--- src/rtl/uart16750_pkg.sv ---
// ============================================================================
// Module   : uart16750_pkg
// Purpose  : Register map, LSR bit positions and state encodings shared by
//            the uart_16750 register-bus master and its bus engine.
// Revision : 1.0 - initial release
// ============================================================================
`timescale 1ns/1ps
`default_nettype none

package uart16750_pkg;

  // uart_16750 register addresses (several share an offset, selected by DLAB
  // or by direction)
  localparam logic [2:0] C_ADDR_RBR = 3'd0;
  localparam logic [2:0] C_ADDR_THR = 3'd0;
  localparam logic [2:0] C_ADDR_DLL = 3'd0;
  localparam logic [2:0] C_ADDR_IER = 3'd1;
  localparam logic [2:0] C_ADDR_DLM = 3'd1;
  localparam logic [2:0] C_ADDR_FCR = 3'd2;
  localparam logic [2:0] C_ADDR_LCR = 3'd3;
  localparam logic [2:0] C_ADDR_LSR = 3'd5;

  // Line status register bit positions
  localparam int C_LSR_DR   = 0;
  localparam int C_LSR_OE   = 1;
  localparam int C_LSR_THRE = 5;

  // Round-robin arbiter: value of last_grant after each kind of grant
  localparam logic C_GRANT_RX = 1'b0;
  localparam logic C_GRANT_TX = 1'b1;

  // Master FSM: init sequence, then the shared RX/TX service loop
  typedef enum logic [3:0] {
    ST_INIT_LCR_DLAB = 4'd0,
    ST_INIT_DLL      = 4'd1,
    ST_INIT_DLM      = 4'd2,
    ST_INIT_LCR      = 4'd3,
    ST_INIT_FCR      = 4'd4,
    ST_INIT_IER      = 4'd5,
    ST_IDLE          = 4'd6,
    ST_RX_LSR        = 4'd7,
    ST_RX_RBR        = 4'd8,
    ST_TX_LSR        = 4'd9,
    ST_TX_THR        = 4'd10
  } state_e;

  // Bus engine phases: setup, pulse, release
  typedef enum logic [1:0] {
    PH_IDLE = 2'd0,
    PH_S    = 2'd1,
    PH_P    = 2'd2,
    PH_R    = 2'd3
  } phase_e;

endpackage

`default_nettype wire

--- src/rtl/uart_bus_access.sv ---
// ============================================================================
// Module   : uart_bus_access
// Purpose  : Three-phase (S/P/R) access engine for the uart_16750 register
//            bus. A request accepted while idle or in R starts the next
//            access immediately, so back-to-back accesses leave no gap.
// Revision : 1.0 - initial release
// ============================================================================
`timescale 1ns/1ps
`default_nettype none

module uart_bus_access
  import uart16750_pkg::*;
(
  input  logic       clk,
  input  logic       rst,
  input  logic       req_i,
  input  logic       we_i,
  input  logic [2:0] addr_i,
  input  logic [7:0] wdata_i,
  output logic       done_o,
  output logic [7:0] rdata_o,
  output logic       cs_o,
  output logic       wr_o,
  output logic       rd_o,
  output logic [2:0] a_o,
  output logic [7:0] din_o,
  input  logic [7:0] dout_i
);

  phase_e     phase_q;
  logic       we_q;
  logic       cs_q;
  logic       wr_q;
  logic       rd_q;
  logic [2:0] a_q;
  logic [7:0] din_q;
  logic [7:0] rdata_q;

  // Phase sequencer; all bus pins are registered and drop at once on reset
  always_ff @(posedge clk or posedge rst) begin
    if (rst) begin
      phase_q <= PH_IDLE;
      we_q    <= 1'b0;
      cs_q    <= 1'b0;
      wr_q    <= 1'b0;
      rd_q    <= 1'b0;
      a_q     <= 3'd0;
      din_q   <= 8'h00;
      rdata_q <= 8'h00;
    end else begin
      case (phase_q)
        PH_S: begin
          phase_q <= PH_P;
          wr_q    <= we_q;
          rd_q    <= ~we_q;
        end
        PH_P: begin
          phase_q <= PH_R;
          cs_q    <= 1'b0;
          wr_q    <= 1'b0;
          rd_q    <= 1'b0;
          if (!we_q) begin
            rdata_q <= dout_i;
          end
        end
        default: begin
          if (req_i) begin
            phase_q <= PH_S;
            cs_q    <= 1'b1;
            a_q     <= addr_i;
            din_q   <= wdata_i;
            we_q    <= we_i;
          end else begin
            phase_q <= PH_IDLE;
          end
        end
      endcase
    end
  end

  assign done_o  = (phase_q == PH_R);
  assign rdata_o = rdata_q;
  assign cs_o    = cs_q;
  assign wr_o    = wr_q;
  assign rd_o    = rd_q;
  assign a_o     = a_q;
  assign din_o   = din_q;

endmodule

`default_nettype wire

--- src/rtl/uart_reg_master.sv ---
// ============================================================================
// Module   : uart_reg_master
// Purpose  : Owns the uart_16750 register bus. Runs the line/baud/FIFO/IER
//            init sequence, then round-robins an RX poller (LSR.DR -> RBR)
//            and a TX writer (LSR.THRE -> THR), exposing valid/ready streams.
// Revision : 1.0 - initial release
// ============================================================================
`timescale 1ns/1ps
`default_nettype none

module uart_reg_master
  import uart16750_pkg::*;
#(
  parameter logic [15:0] DIVISOR = 16'h0011,
  parameter logic [7:0]  LCR_VAL = 8'h03,
  parameter logic [7:0]  FCR_VAL = 8'h81,
  parameter logic [7:0]  IER_VAL = 8'h00
) (
  input  logic       clk,
  input  logic       rst,
  output logic       uart_cs,
  output logic       uart_wr,
  output logic       uart_rd,
  output logic [2:0] uart_a,
  output logic [7:0] uart_din,
  input  logic [7:0] uart_dout,
  output logic       init_done,
  output logic [7:0] rx_data,
  output logic       rx_valid,
  input  logic       rx_ready,
  input  logic [7:0] tx_data,
  input  logic       tx_valid,
  output logic       tx_ready,
  output logic       rx_overrun,
  input  logic       ovr_clr
);

  state_e     state_q;
  state_e     state_d;
  state_e     w_tgt;
  logic       last_grant_q;
  logic       init_done_q;
  logic [7:0] rx_data_q;
  logic       rx_valid_q;
  logic       tx_ready_q;
  logic       rx_overrun_q;

  logic       w_req;
  logic       w_we;
  logic [2:0] w_addr;
  logic [7:0] w_wdata;
  logic       w_done;
  logic [7:0] w_rdata;
  logic       w_rx_elig;
  logic       w_tx_elig;
  logic       w_ovr_set;

  assign w_rx_elig = ~rx_valid_q;
  assign w_tx_elig = tx_valid;
  assign w_ovr_set = uart_rd && (uart_a == C_ADDR_LSR) && uart_dout[C_LSR_OE];

  // Next state: access states advance on done; IDLE arbitrates round-robin
  always_comb begin
    state_d = state_q;
    case (state_q)
      ST_INIT_LCR_DLAB: if (w_done) state_d = ST_INIT_DLL;
      ST_INIT_DLL:      if (w_done) state_d = ST_INIT_DLM;
      ST_INIT_DLM:      if (w_done) state_d = ST_INIT_LCR;
      ST_INIT_LCR:      if (w_done) state_d = ST_INIT_FCR;
      ST_INIT_FCR:      if (w_done) state_d = ST_INIT_IER;
      ST_INIT_IER:      if (w_done) state_d = ST_IDLE;
      ST_IDLE: begin
        if (w_rx_elig && (!w_tx_elig || (last_grant_q == C_GRANT_TX))) begin
          state_d = ST_RX_LSR;
        end else if (w_tx_elig) begin
          state_d = ST_TX_LSR;
        end
      end
      ST_RX_LSR: if (w_done) state_d = w_rdata[C_LSR_DR] ? ST_RX_RBR : ST_IDLE;
      ST_RX_RBR: if (w_done) state_d = ST_IDLE;
      ST_TX_LSR: if (w_done) state_d = w_rdata[C_LSR_THRE] ? ST_TX_THR : ST_IDLE;
      ST_TX_THR: if (w_done) state_d = ST_IDLE;
      default:   state_d = ST_IDLE;
    endcase
  end

  // The access for the upcoming state is presented during R (and during the
  // IDLE grant cycle) so the engine can chain accesses with no idle gap
  always_comb begin
    w_tgt = (w_done || (state_q == ST_IDLE)) ? state_d : state_q;
    w_req   = 1'b1;
    w_we    = 1'b1;
    w_addr  = 3'd0;
    w_wdata = 8'h00;
    case (w_tgt)
      ST_INIT_LCR_DLAB: begin w_addr = C_ADDR_LCR; w_wdata = LCR_VAL | 8'h80; end
      ST_INIT_DLL:      begin w_addr = C_ADDR_DLL; w_wdata = DIVISOR[7:0];    end
      ST_INIT_DLM:      begin w_addr = C_ADDR_DLM; w_wdata = DIVISOR[15:8];   end
      ST_INIT_LCR:      begin w_addr = C_ADDR_LCR; w_wdata = LCR_VAL;         end
      ST_INIT_FCR:      begin w_addr = C_ADDR_FCR; w_wdata = FCR_VAL;         end
      ST_INIT_IER:      begin w_addr = C_ADDR_IER; w_wdata = IER_VAL;         end
      ST_RX_LSR:        begin w_addr = C_ADDR_LSR; w_we = 1'b0;               end
      ST_TX_LSR:        begin w_addr = C_ADDR_LSR; w_we = 1'b0;               end
      ST_RX_RBR:        begin w_addr = C_ADDR_RBR; w_we = 1'b0;               end
      ST_TX_THR:        begin w_addr = C_ADDR_THR; w_wdata = tx_data;         end
      default:          begin w_req = 1'b0; w_we = 1'b0;                      end
    endcase
  end

  uart_bus_access u_bus (
    .clk     (clk),
    .rst     (rst),
    .req_i   (w_req),
    .we_i    (w_we),
    .addr_i  (w_addr),
    .wdata_i (w_wdata),
    .done_o  (w_done),
    .rdata_o (w_rdata),
    .cs_o    (uart_cs),
    .wr_o    (uart_wr),
    .rd_o    (uart_rd),
    .a_o     (uart_a),
    .din_o   (uart_din),
    .dout_i  (uart_dout)
  );

  // FSM state and registered stream/status outputs
  always_ff @(posedge clk or posedge rst) begin
    if (rst) begin
      state_q      <= ST_INIT_LCR_DLAB;
      last_grant_q <= C_GRANT_TX;
      init_done_q  <= 1'b0;
      rx_data_q    <= 8'h00;
      rx_valid_q   <= 1'b0;
      tx_ready_q   <= 1'b0;
      rx_overrun_q <= 1'b0;
    end else begin
      state_q <= state_d;

      if ((state_q == ST_INIT_IER) && w_done) begin
        init_done_q <= 1'b1;
      end

      if (state_q == ST_IDLE) begin
        if (state_d == ST_RX_LSR) begin
          last_grant_q <= C_GRANT_RX;
        end else if (state_d == ST_TX_LSR) begin
          last_grant_q <= C_GRANT_TX;
        end
      end

      if ((state_q == ST_RX_RBR) && w_done) begin
        rx_data_q  <= w_rdata;
        rx_valid_q <= 1'b1;
      end else if (rx_valid_q && rx_ready) begin
        rx_valid_q <= 1'b0;
      end

      // Write pulse of the THR access is in P, so this lands in R
      tx_ready_q <= (state_q == ST_TX_THR) && uart_wr;

      if (w_ovr_set) begin
        rx_overrun_q <= 1'b1;
      end else if (ovr_clr) begin
        rx_overrun_q <= 1'b0;
      end
    end
  end

  assign init_done  = init_done_q;
  assign rx_data    = rx_data_q;
  assign rx_valid   = rx_valid_q;
  assign tx_ready   = tx_ready_q;
  assign rx_overrun = rx_overrun_q;

  // Strobes are mutually exclusive and only ever asserted under chip select
  a_bus_strobes : assert property (@(posedge clk) disable iff (rst)
    !(uart_wr && uart_rd) && (!(uart_wr || uart_rd) || uart_cs));

endmodule

`default_nettype wire

--- config.mk ---
export PLATFORM = sky130hd
export DESIGN_NAME = uart_reg_master
export DESIGN_NICKNAME = d
export VERILOG_FILES = /design/src/rtl/uart16750_pkg.sv /design/src/rtl/uart_bus_access.sv /design/src/rtl/uart_reg_master.sv
export SDC_FILE = /design/constraint.sdc
export NUM_CORES = 1
export LEC_CHECK = 0
export ABC_CLOCK_PERIOD_IN_PS = 5700
export CORE_ASPECT_RATIO = 1.4
export CORE_MARGIN = 5
export CORE_UTILIZATION = 55
export DETAILED_ROUTE_END_ITERATION = 10
export PLACE_DENSITY = 0.88
export SYNTH_ARGS = -nofsm -noshare
export SYNTH_HDL_FRONTEND = slang
export SYNTH_SLANG_ARGS = --single-unit
--- constraint.sdc ---
create_clock -name clk -period 5.7 [get_ports clk]
set_clock_uncertainty 0.05 [all_clocks]
set_input_delay 1.14 -clock clk [delete_from_list [all_inputs] [get_ports clk]]
set_output_delay 1.14 -clock clk [all_outputs]
set_load 0.02 [all_outputs]
# After elaboration in Yosys (flattened, before gate mapping)
# Cells that the tools add are included.
# classes
n_eq_ne,25
n_mux,30
bitwise_logic,4
n_reduce_logical,28
# op_table
op,count
$mux W4,13
$pmux W8 S5,1
$pmux W4 S9,1
$eq A4 B3 Y1 const B,8
$eq A4 B4 Y1 const B,7
$eq A4 B2 Y1 const B,4
$pmux W3 S4,1
$mux W1,10
$reduce_bool A2 Y1,5
$reduce_or A10 Y1,1
$eq A4 B1 Y1 const B,2
$logic_not A4 Y1,2
$reduce_and A2 Y1,4
$reduce_or A2 Y1,4
$logic_and A1 B1 Y1,7
$reduce_or A7 Y1,1
$pmux W1 S2,3
$eq A2 B2 Y1 const B,2
$not A1 Y1,4
$pmux W2 S2,1
$eq A3 B3 Y1 const B,1
$reduce_or A3 Y1,1
$eq A2 B1 Y1 const B,1
$logic_or A1 B1 Y1,2
$logic_not A1 Y1,1
# word_totals
register_bits,42
inputBits,21
output_inout_bits,26
wordCells,102

# Logic depth before layout (Yosys ltp)
# Gate-level depths: netlist of run 1.
# depth
depth_word,11
ltp_mapped,10
mapped_depth_nobuf,8

# Cells and area by module
# From an unflattened synthesis of run 1, not the netlist that was laid out.
# unflattened
hier_cells,207
hier_area_um2,2303.5
# modules_own_cells
module,instances,cells_per_inst,area_each_um2,seq_area_each_um2
uart_reg_master,1,141,1273.7,426.7
uart_bus_access,1,66,1029.7,625.6

# Worst setup path after synthesis of run 1
# Ideal clock, no wire load.
# synth_timing
kind,input-to-reg
start,input tx_valid
end,"register u_bus.a_q[1], in the netlist u_bus.a_o[1]"
setup_time_ns,0.124
arrival_time_ns,2.325
required_time_ns,5.526
setup_slack_ns,3.201
cell_stages,7
n_path_buf,1
path_cell_list,and4b_1 nor3_1 o32ai_4 buf_2 and3_1 o211ai_1 nand2_1
# synth_between
elab_chain_len,10
word_cells_on_any_way,24
cone_classes,eq/ne: 9; mux: 6; reduce/logical: 9
# synth_lines
element,line_no,rtl
from (decl),uart_reg_master.sv:32,"input logic tx_valid,"
$logic_not A1 Y1,uart_reg_master.sv:73,if (w_rx_elig && (!w_tx_elig || (last_grant_q == C_GRANT_TX))) begin
$logic_or A1 B1 Y1,uart_reg_master.sv:73,
$logic_and A1 B1 Y1,uart_reg_master.sv:73,
$mux W4 (*),uart_reg_master.sv:73,
$pmux W4 S9 (*),uart_reg_master.sv:65,case (state_q)
$mux W4 (*),uart_reg_master.sv:90,w_tgt = (w_done || (state_q == ST_IDLE)) ? state_d : state_q;
"$eq A4 B4 Y1, or another cell as far along",uart_reg_master.sv:95,case (w_tgt)
$reduce_or A10 Y1 (no source line),--,
$mux W1,uart_reg_master.sv:95,
$reduce_and A2 Y1 (no source line),--,
to (signal assigned),uart_bus_access.sv:70,a_q <= addr_i;
to (decl),uart_bus_access.sv:35,logic [2:0] a_q;
# Every way passes the cells marked *; elsewhere a longest branch is shown, timed or not.
# A chain may end at the register's enable or synchronous reset.

# Final worst setup path of run 1
# layout_timing
start,input tx_valid
end,"register u_bus.din_q[7], in the netlist u_bus.din_o[7]"
# layout_between
elab_chain_len,10
word_cells_on_any_way,21
cone_classes,eq/ne: 9; mux: 6; reduce/logical: 6
# layout_lines
element,line_no,rtl
$logic_not A1 Y1,uart_reg_master.sv:73,
$logic_or A1 B1 Y1,uart_reg_master.sv:73,
$logic_and A1 B1 Y1,uart_reg_master.sv:73,
$mux W4 (*),uart_reg_master.sv:73,
$pmux W4 S9 (*),uart_reg_master.sv:65,
$mux W4 (*),uart_reg_master.sv:90,
"$eq A4 B4 Y1, or another cell as far along",uart_reg_master.sv:95,
$reduce_or A10 Y1 (no source line),--,
$mux W1,uart_reg_master.sv:95,
$reduce_and A2 Y1 (no source line),--,
to (signal assigned),uart_bus_access.sv:71,din_q <= wdata_i;
to (decl),uart_bus_access.sv:36,logic [7:0] din_q;
# Marked as above.

==> results of run 1 <==
## per-layer routing
metal | part of all wire (%) | track usage, %
met1 | 40 | 23.83
met2 | 53 | 32.75
met3 | 4.5 | 5.033
met4 | 2.3 | 7.940
met5 | 0 | 0
## cells in the mapped netlist, types with 4 or more instances
library cell / n
sky130_fd_sc_hd__a21oi_1: 12
sky130_fd_sc_hd__a22o_1: 5
sky130_fd_sc_hd__buf_2: 6
sky130_fd_sc_hd__clkbuf_1: 4
sky130_fd_sc_hd__dfrtp_1: 41
sky130_fd_sc_hd__inv_1: 13
sky130_fd_sc_hd__mux2_2: 16
sky130_fd_sc_hd__nand2_1: 17
sky130_fd_sc_hd__nand2b_1: 4
sky130_fd_sc_hd__nand3_1: 12
sky130_fd_sc_hd__nor2_1: 12
sky130_fd_sc_hd__nor2b_1: 4
sky130_fd_sc_hd__nor3_1: 5
sky130_fd_sc_hd__o21ai_0: 5
sky130_fd_sc_hd__o21ai_1: 5
## logic make-up (layout without fill, tap and decap cells)
family	count (synthesis)	count (layout)	share of synthesized area, %
simple gates	70	70	16.99
fa+ha+maj	3	3	1.683
flops	42	42	47.17
buf+inv	26	69	5.384
xor+xnor	1	1	0.3927
compound gates	56	56	20.30
mux	16	16	8.076
## through the flow
step	cell area, um^2	instances
floorplan	2231	214
global route	2780	300
CTS	2780	300
global placement	2685	292
detailed placement	2685	292
finish	2780	300
## sequential cells by signal, summed over array words and instances, names as in the netlist
signal and cells:
last_grant_q 1, tx_ready 1, init_done 1, u_bus.phase_q 2, state_q 4, u_bus.a_o 3
u_bus.rd_o 1, u_bus.din_o 8, rx_data 8, u_bus.cs_o 1, u_bus.wr_o 1, rx_valid 1
u_bus.rdata_o 8, u_bus.we_q 1, rx_overrun 1
## final cells by class
class | count | area share (%)
tap | 43 | 1.935
sequential | 42 | 37.85
clock inverter | 1 | 0.3150
timing repair buffer | 47 | 16.83
multi-input combinational | 146 | 38.07
inverter | 14 | 1.890
clock buffer | 7 | 3.105
## worst paths after layout
kind / startpoint / endpoint / slack [ns] / depth (start not counted)
setup / recovery: tx_valid / u_bus.din_o[7] / 2.43 / 8
hold / removal: init_done / init_done / 0.42 / 1
setup reg to reg: u_bus.phase_q[0] / u_bus.din_o[7] / 2.88 / 8
hold reg to reg: init_done / init_done / 0.42 / 1
max in group asynchronous: rst / last_grant_q / 4.01 / 3
min in group asynchronous: rst / rx_data[3] / 1.21 / 3
## power groups by stage
stage / Sequential, uW / Combinational, uW / Clock [uW]
floorplan: 539 / 702 / 0
global placement: 531 / 911 / 0
detailed placement: 536 / 934 / 0
CTS: 530 / 939 / 211
global route: 552 / 1030 / 223
finish: 530 / 945 / 204
==> results.cfg, run 1 <==
[clock_tree]
postCtsResizedCells = 0
clock_tree.root_cell = sky130_fd_sc_hd__clkbuf_8
holdBufCountCts = 0
cts_buf_count = 5
clock_sinks = 42
ctsHtreeMaxLevel = 2
post_cts_buffers = 0
skew_pair_late_insertion_delay_ns = 0.30
cts_max_path_buffers = 2
tritoncts_clock_tree = yes
path_clk_slew_ns = 0.08

[timing]
final.setup.tns_ns = 0
rsz_0062_raised_after_global_routing = false
tightestPinTransition_ns = 0.9164
worst_hold_margin_ns = 0.4167
fmax_mhz = 305.9
setup_violations = 0
finalCriticalPeriod_ns = 3.269
drv_slew = 0
post-route-period-util_pct = 57.36
hold_violation_count_in_the_final_report = 0
maxSlewHeadroom_pct = 38.90
postLayoutSetupSlackWorst_ns = 2.431

[global_route]
groute.usage.overall_pct = 19.64
grt_antenna_before_repair = 0
number_of_global_route_vias_before_repair = 1846
largest_net_degree_at_the_start_of_global_routing = 43
grt_pass1_wl_um = 8611
global_route.overflow_total = 0

[critical_path]
critical_path.n_buffers_inverters = 1
cp-start-kind = primary input
critPathMaxFanout = 11
setup.worst_path.class = primary input to flip-flop
path_cells = clkdlybuf4s50_1, nand2b_1, o21ai_1, a221oi_2, a21oi_1, xnor2_1, o21ai_1, a221oi_2
endpoint_kind = flip-flop
crit_slowest_cell = sky130_fd_sc_hd__a21oi_1
worst-endpoint-arrival_ns = 3.43
cp_slowest_stage_delay_ns = 0.77
crit_family = compound AO/OA/AOI/OAI gates
worst_ep_required_time_ns = 5.86

[power_and_ir_drop]
combinationalPowerShare_pct = 56.3
share_clk_of_total_power_pct = 12.2
ir_drop_uv = 502.9
power_density_nw_per_um2 = 604.1
total_power_uw = 1679
power.switching_fraction_pct = 45.27
power_leakage_uw = 0.001210
power.net_switching_uw = 760.3
sequential_group_share_of_total_power_pct = 31.6
cell_internal_power_dissipation_uw = 919.1

[floorplan]
dieArea_um2 = 5448
core.rowCount = 27
fp.dieW_um = 63.83
floorplan.io_pins = 47
coreArea_um2 = 3919
start_util_pct = 56.93
die_y_um = 85.36

[final_layout]
multi_input_area_um2 = 1059
area_grow_syn2layout_pct = 24.62
drive_gt1_share_pct = 15.18
ff_latch_area_um2 = 1052
layout_commonest_cell = sky130_fd_sc_hd__clkdlybuf4s50_1
insertedDiodeCount = 0
fin_util_pct = 70.95
layout_common_cells = 46 x sky130_fd_sc_hd__clkdlybuf4s50_1, 41 x sky130_fd_sc_hd__dfrtp_1, 17 x sky130_fd_sc_hd__nand2_1
layout.filler_cells = 272
layout.nets = 280

[yosys]
synth_edf_count = 0
synthesis.area_um2 = 2231
synthDominantCellAreaShare_pct = 45.99
synth.net_count = 238
synth_top_cells_by_area = sky130_fd_sc_hd__dfrtp_1 46%, sky130_fd_sc_hd__mux2_2 8.1%, sky130_fd_sc_hd__nand2_1 2.9%
dominantRegCellSynth = sky130_fd_sc_hd__dfrtp_1
synth-seq-cells = 42
ys.warnings.count = 0
postSynthAreaPerCell_um2 = 10.42
yosys.area.top_type = sky130_fd_sc_hd__dfrtp_1
async_flop_share_pct = 100.0
postSynthCellCount = 214
synth_cell_types = 51
yosysSeqAreaShare_pct = 47.17

[detailed_routing]
drt_iter0_markers = 98
final_routed_wirelength_across_all_metal_layers_um = 4858
drt-pass1-iter-count = 4
detailroute.via_count = 1789
route.antenna.remaining_nets = 0
wire_per_inst_um = 16.19
vias_per_cell = 5.963
remaining_drc_errors = 0

[placed_design]
gp_routability_congestion = 0.8804
numPortBuffers = 46
dp_hpwl_um = 3497
place_worst_setup_slack_ns = 2.160

[flow_run]
cap_violations = 0

[run_status]
status = complete, no violations

[worst_hold_path]
hold_path.class = flip-flop to flip-flop
Note: power is estimated with default switching activity, not from simulation.
==> inputs of run 2 (changes only) <==
- ABC_CLOCK_PERIOD_IN_PS: 5700 -> 3200
- CORE_UTILIZATION: 55 -> 51
- PLACE_DENSITY: 0.88 -> 0.83
- clock period: 5.7 -> 3.2 ns (I/O delays scaled with it)
==> run 2 against run 1 <==
Cell area up 1.8%; non-clock buffer count up 2; count of clock-buffer cells in the layout down 1.
==> results.cfg, run 2 (synthesized netlist as in run 1, its figures left out) <==
[critical_path]
critPathMaxFanout = 16
crit_family = compound AO/OA/AOI/OAI gates
timing.reg2reg.worst_path_depth = 8
endpoint_kind = flip-flop
cp_slowest_stage_delay_ns = 0.58
worst_ep_required_time_ns = 3.36
critical_path.reg2reg.endpoint = u_bus.din_o[7]
cp-start-kind = flip-flop
r2r_setup_slack_ns = 0.39
crit_slowest_cell = sky130_fd_sc_hd__o32ai_4
path_cells = ha_1, inv_1, o221ai_1, nand2_1, o32ai_4, o21ai_1, a21o_4, a221oi_2
critical_path.n_buffers_inverters = 1
timing.rr.start = u_bus.phase_q[1]
setup.worst_path.class = flip-flop to flip-flop
worst-endpoint-arrival_ns = 2.96

[power_and_ir_drop]
share_clk_of_total_power_pct = 13.7
cell_internal_power_dissipation_uw = 1713
sequential_group_share_of_total_power_pct = 31.1
combinationalPowerShare_pct = 55.2
power_leakage_uw = 0.001223
power_density_nw_per_um2 = 1078
power.switching_fraction_pct = 43.87
ir_drop_uv = 639.4
power.net_switching_uw = 1339

[floorplan]
fp.dieW_um = 65.90
floorplan.io_pins = 47
dieArea_um2 = 5816
coreArea_um2 = 4239
core.rowCount = 28
die_y_um = 88.26
start_util_pct = 52.63

[final_layout]
multi_input_area_um2 = 1059
layout.filler_cells = 320
layout.nets = 282
layout_commonest_cell = sky130_fd_sc_hd__clkdlybuf4s50_1
finish.cell_count_without_fillers = 319
insertedDiodeCount = 0
ff_latch_area_um2 = 1052
drive_gt1_share_pct = 15.83
layout_common_cells = 46 x sky130_fd_sc_hd__clkdlybuf4s50_1, 41 x sky130_fd_sc_hd__dfrtp_1, 17 x sky130_fd_sc_hd__nand2_1
area_grow_syn2layout_pct = 26.92

[global_route]
largest_net_degree_at_the_start_of_global_routing = 43
groute.usage.overall_pct = 18.61
grt_pass1_wl_um = 8293
grt_antenna_before_repair = 0
global_route.overflow_total = 0
number_of_global_route_vias_before_repair = 1832

[timing]
finalCriticalPeriod_ns = 2.806
post-route-period-util_pct = 87.70
hold_violation_count_in_the_final_report = 0
drv_slew = 0
fmax_mhz = 356.3
tightestPinTransition_ns = 0.7446
final.setup.tns_ns = 0
setup_violations = 0
rsz_0062_raised_after_global_routing = false
maxSlewHeadroom_pct = 50.18
postLayoutSetupSlackWorst_ns = 0.3935
worst_hold_margin_ns = 0.4166

[clock_tree]
postCtsResizedCells = 0
path_clk_slew_ns = 0.08
tritoncts_clock_tree = yes
cts_max_path_buffers = 2
ctsHtreeMaxLevel = 2
post_cts_buffers = 0
skew_pair_late_insertion_delay_ns = 0.29
cts_buf_count = 5
clock_sinks = 42
holdBufCountCts = 0
clock_tree.root_cell = sky130_fd_sc_hd__clkbuf_8

[flow_run]
cap_violations = 0

[detailed_routing]
drt-pass1-iter-count = 4
vias_per_cell = 5.580
wire_per_inst_um = 15.06
final_routed_wirelength_across_all_metal_layers_um = 4805
drt_iter0_markers = 112
detailroute.via_count = 1780
route.antenna.remaining_nets = 0
remaining_drc_errors = 0

[placed_design]
dp_hpwl_um = 3411
numPortBuffers = 46
gp_routability_congestion = 0.8300
dp.cells = 311
place_worst_setup_slack_ns = 0.3142

[worst_hold_path]
worstHoldStart = init_done
hold_depth = 1
worst_hold_path.endpoint = init_done
hold_path.class = flip-flop to flip-flop

[run_status]
status = complete, no violations
## run 2: power by group through the flow
stage / clock [uW] / combinational (uW) / sequential [uW]
final: 417 / 1690 / 948
after global routing: 445 / 1860 / 987
after CTS: 423 / 1680 / 945
after detailed placement: 0 / 1680 / 954
after global placement: 0 / 1650 / 945
after floorplan: 0 / 1250 / 961
## run 2: final cells by class
type	count	area share [%]
timing repair buffer	49	17.06
clock inverter	2	1.326
sequential	42	37.16
clock buffer	6	2.563
multi-input combinational	146	37.38
tap	60	2.651
inverter	14	1.856
## run 2: layer usage
metal	share of wire (%)	GRT usage, %
met2	52	32.21
met3	4.2	4.193
met5	0	0
met1	42	22.80
met4	1.6	6.226
## run 2: how the worst max path moves through the flow
| stage | from | end | slack [ns] | cells past startpoint |
|---|---|---|---|---|
| finish | u_bus.phase_q[1] | u_bus.din_o[7] | 0.39 | 8 |
| global route | u_bus.phase_q[0] | u_bus.din_o[7] | 0.20 | 8 |
| CTS | u_bus.phase_q[1] | u_bus.din_o[6] | 0.45 | 8 |
| detailed placement | tx_valid | u_bus.din_o[6] | 0.31 | 7 |
| global placement | tx_valid | u_bus.din_o[3] | 0.38 | 7 |
| floorplan | u_bus.phase_q[0] | u_bus.din_o[0] | 1.08 | 10 |
## run 2: metrics by stage
stage               instance area [um^2]  util [%]  power [uW]
CTS                                 2831     66.79        3052
global placement                    2721     64.20        2597
finish                              2831     66.79        3051
global route                        2831     66.79        3296
floorplan                           2231         -        2211
detailed placement                  2721     64.20        2629
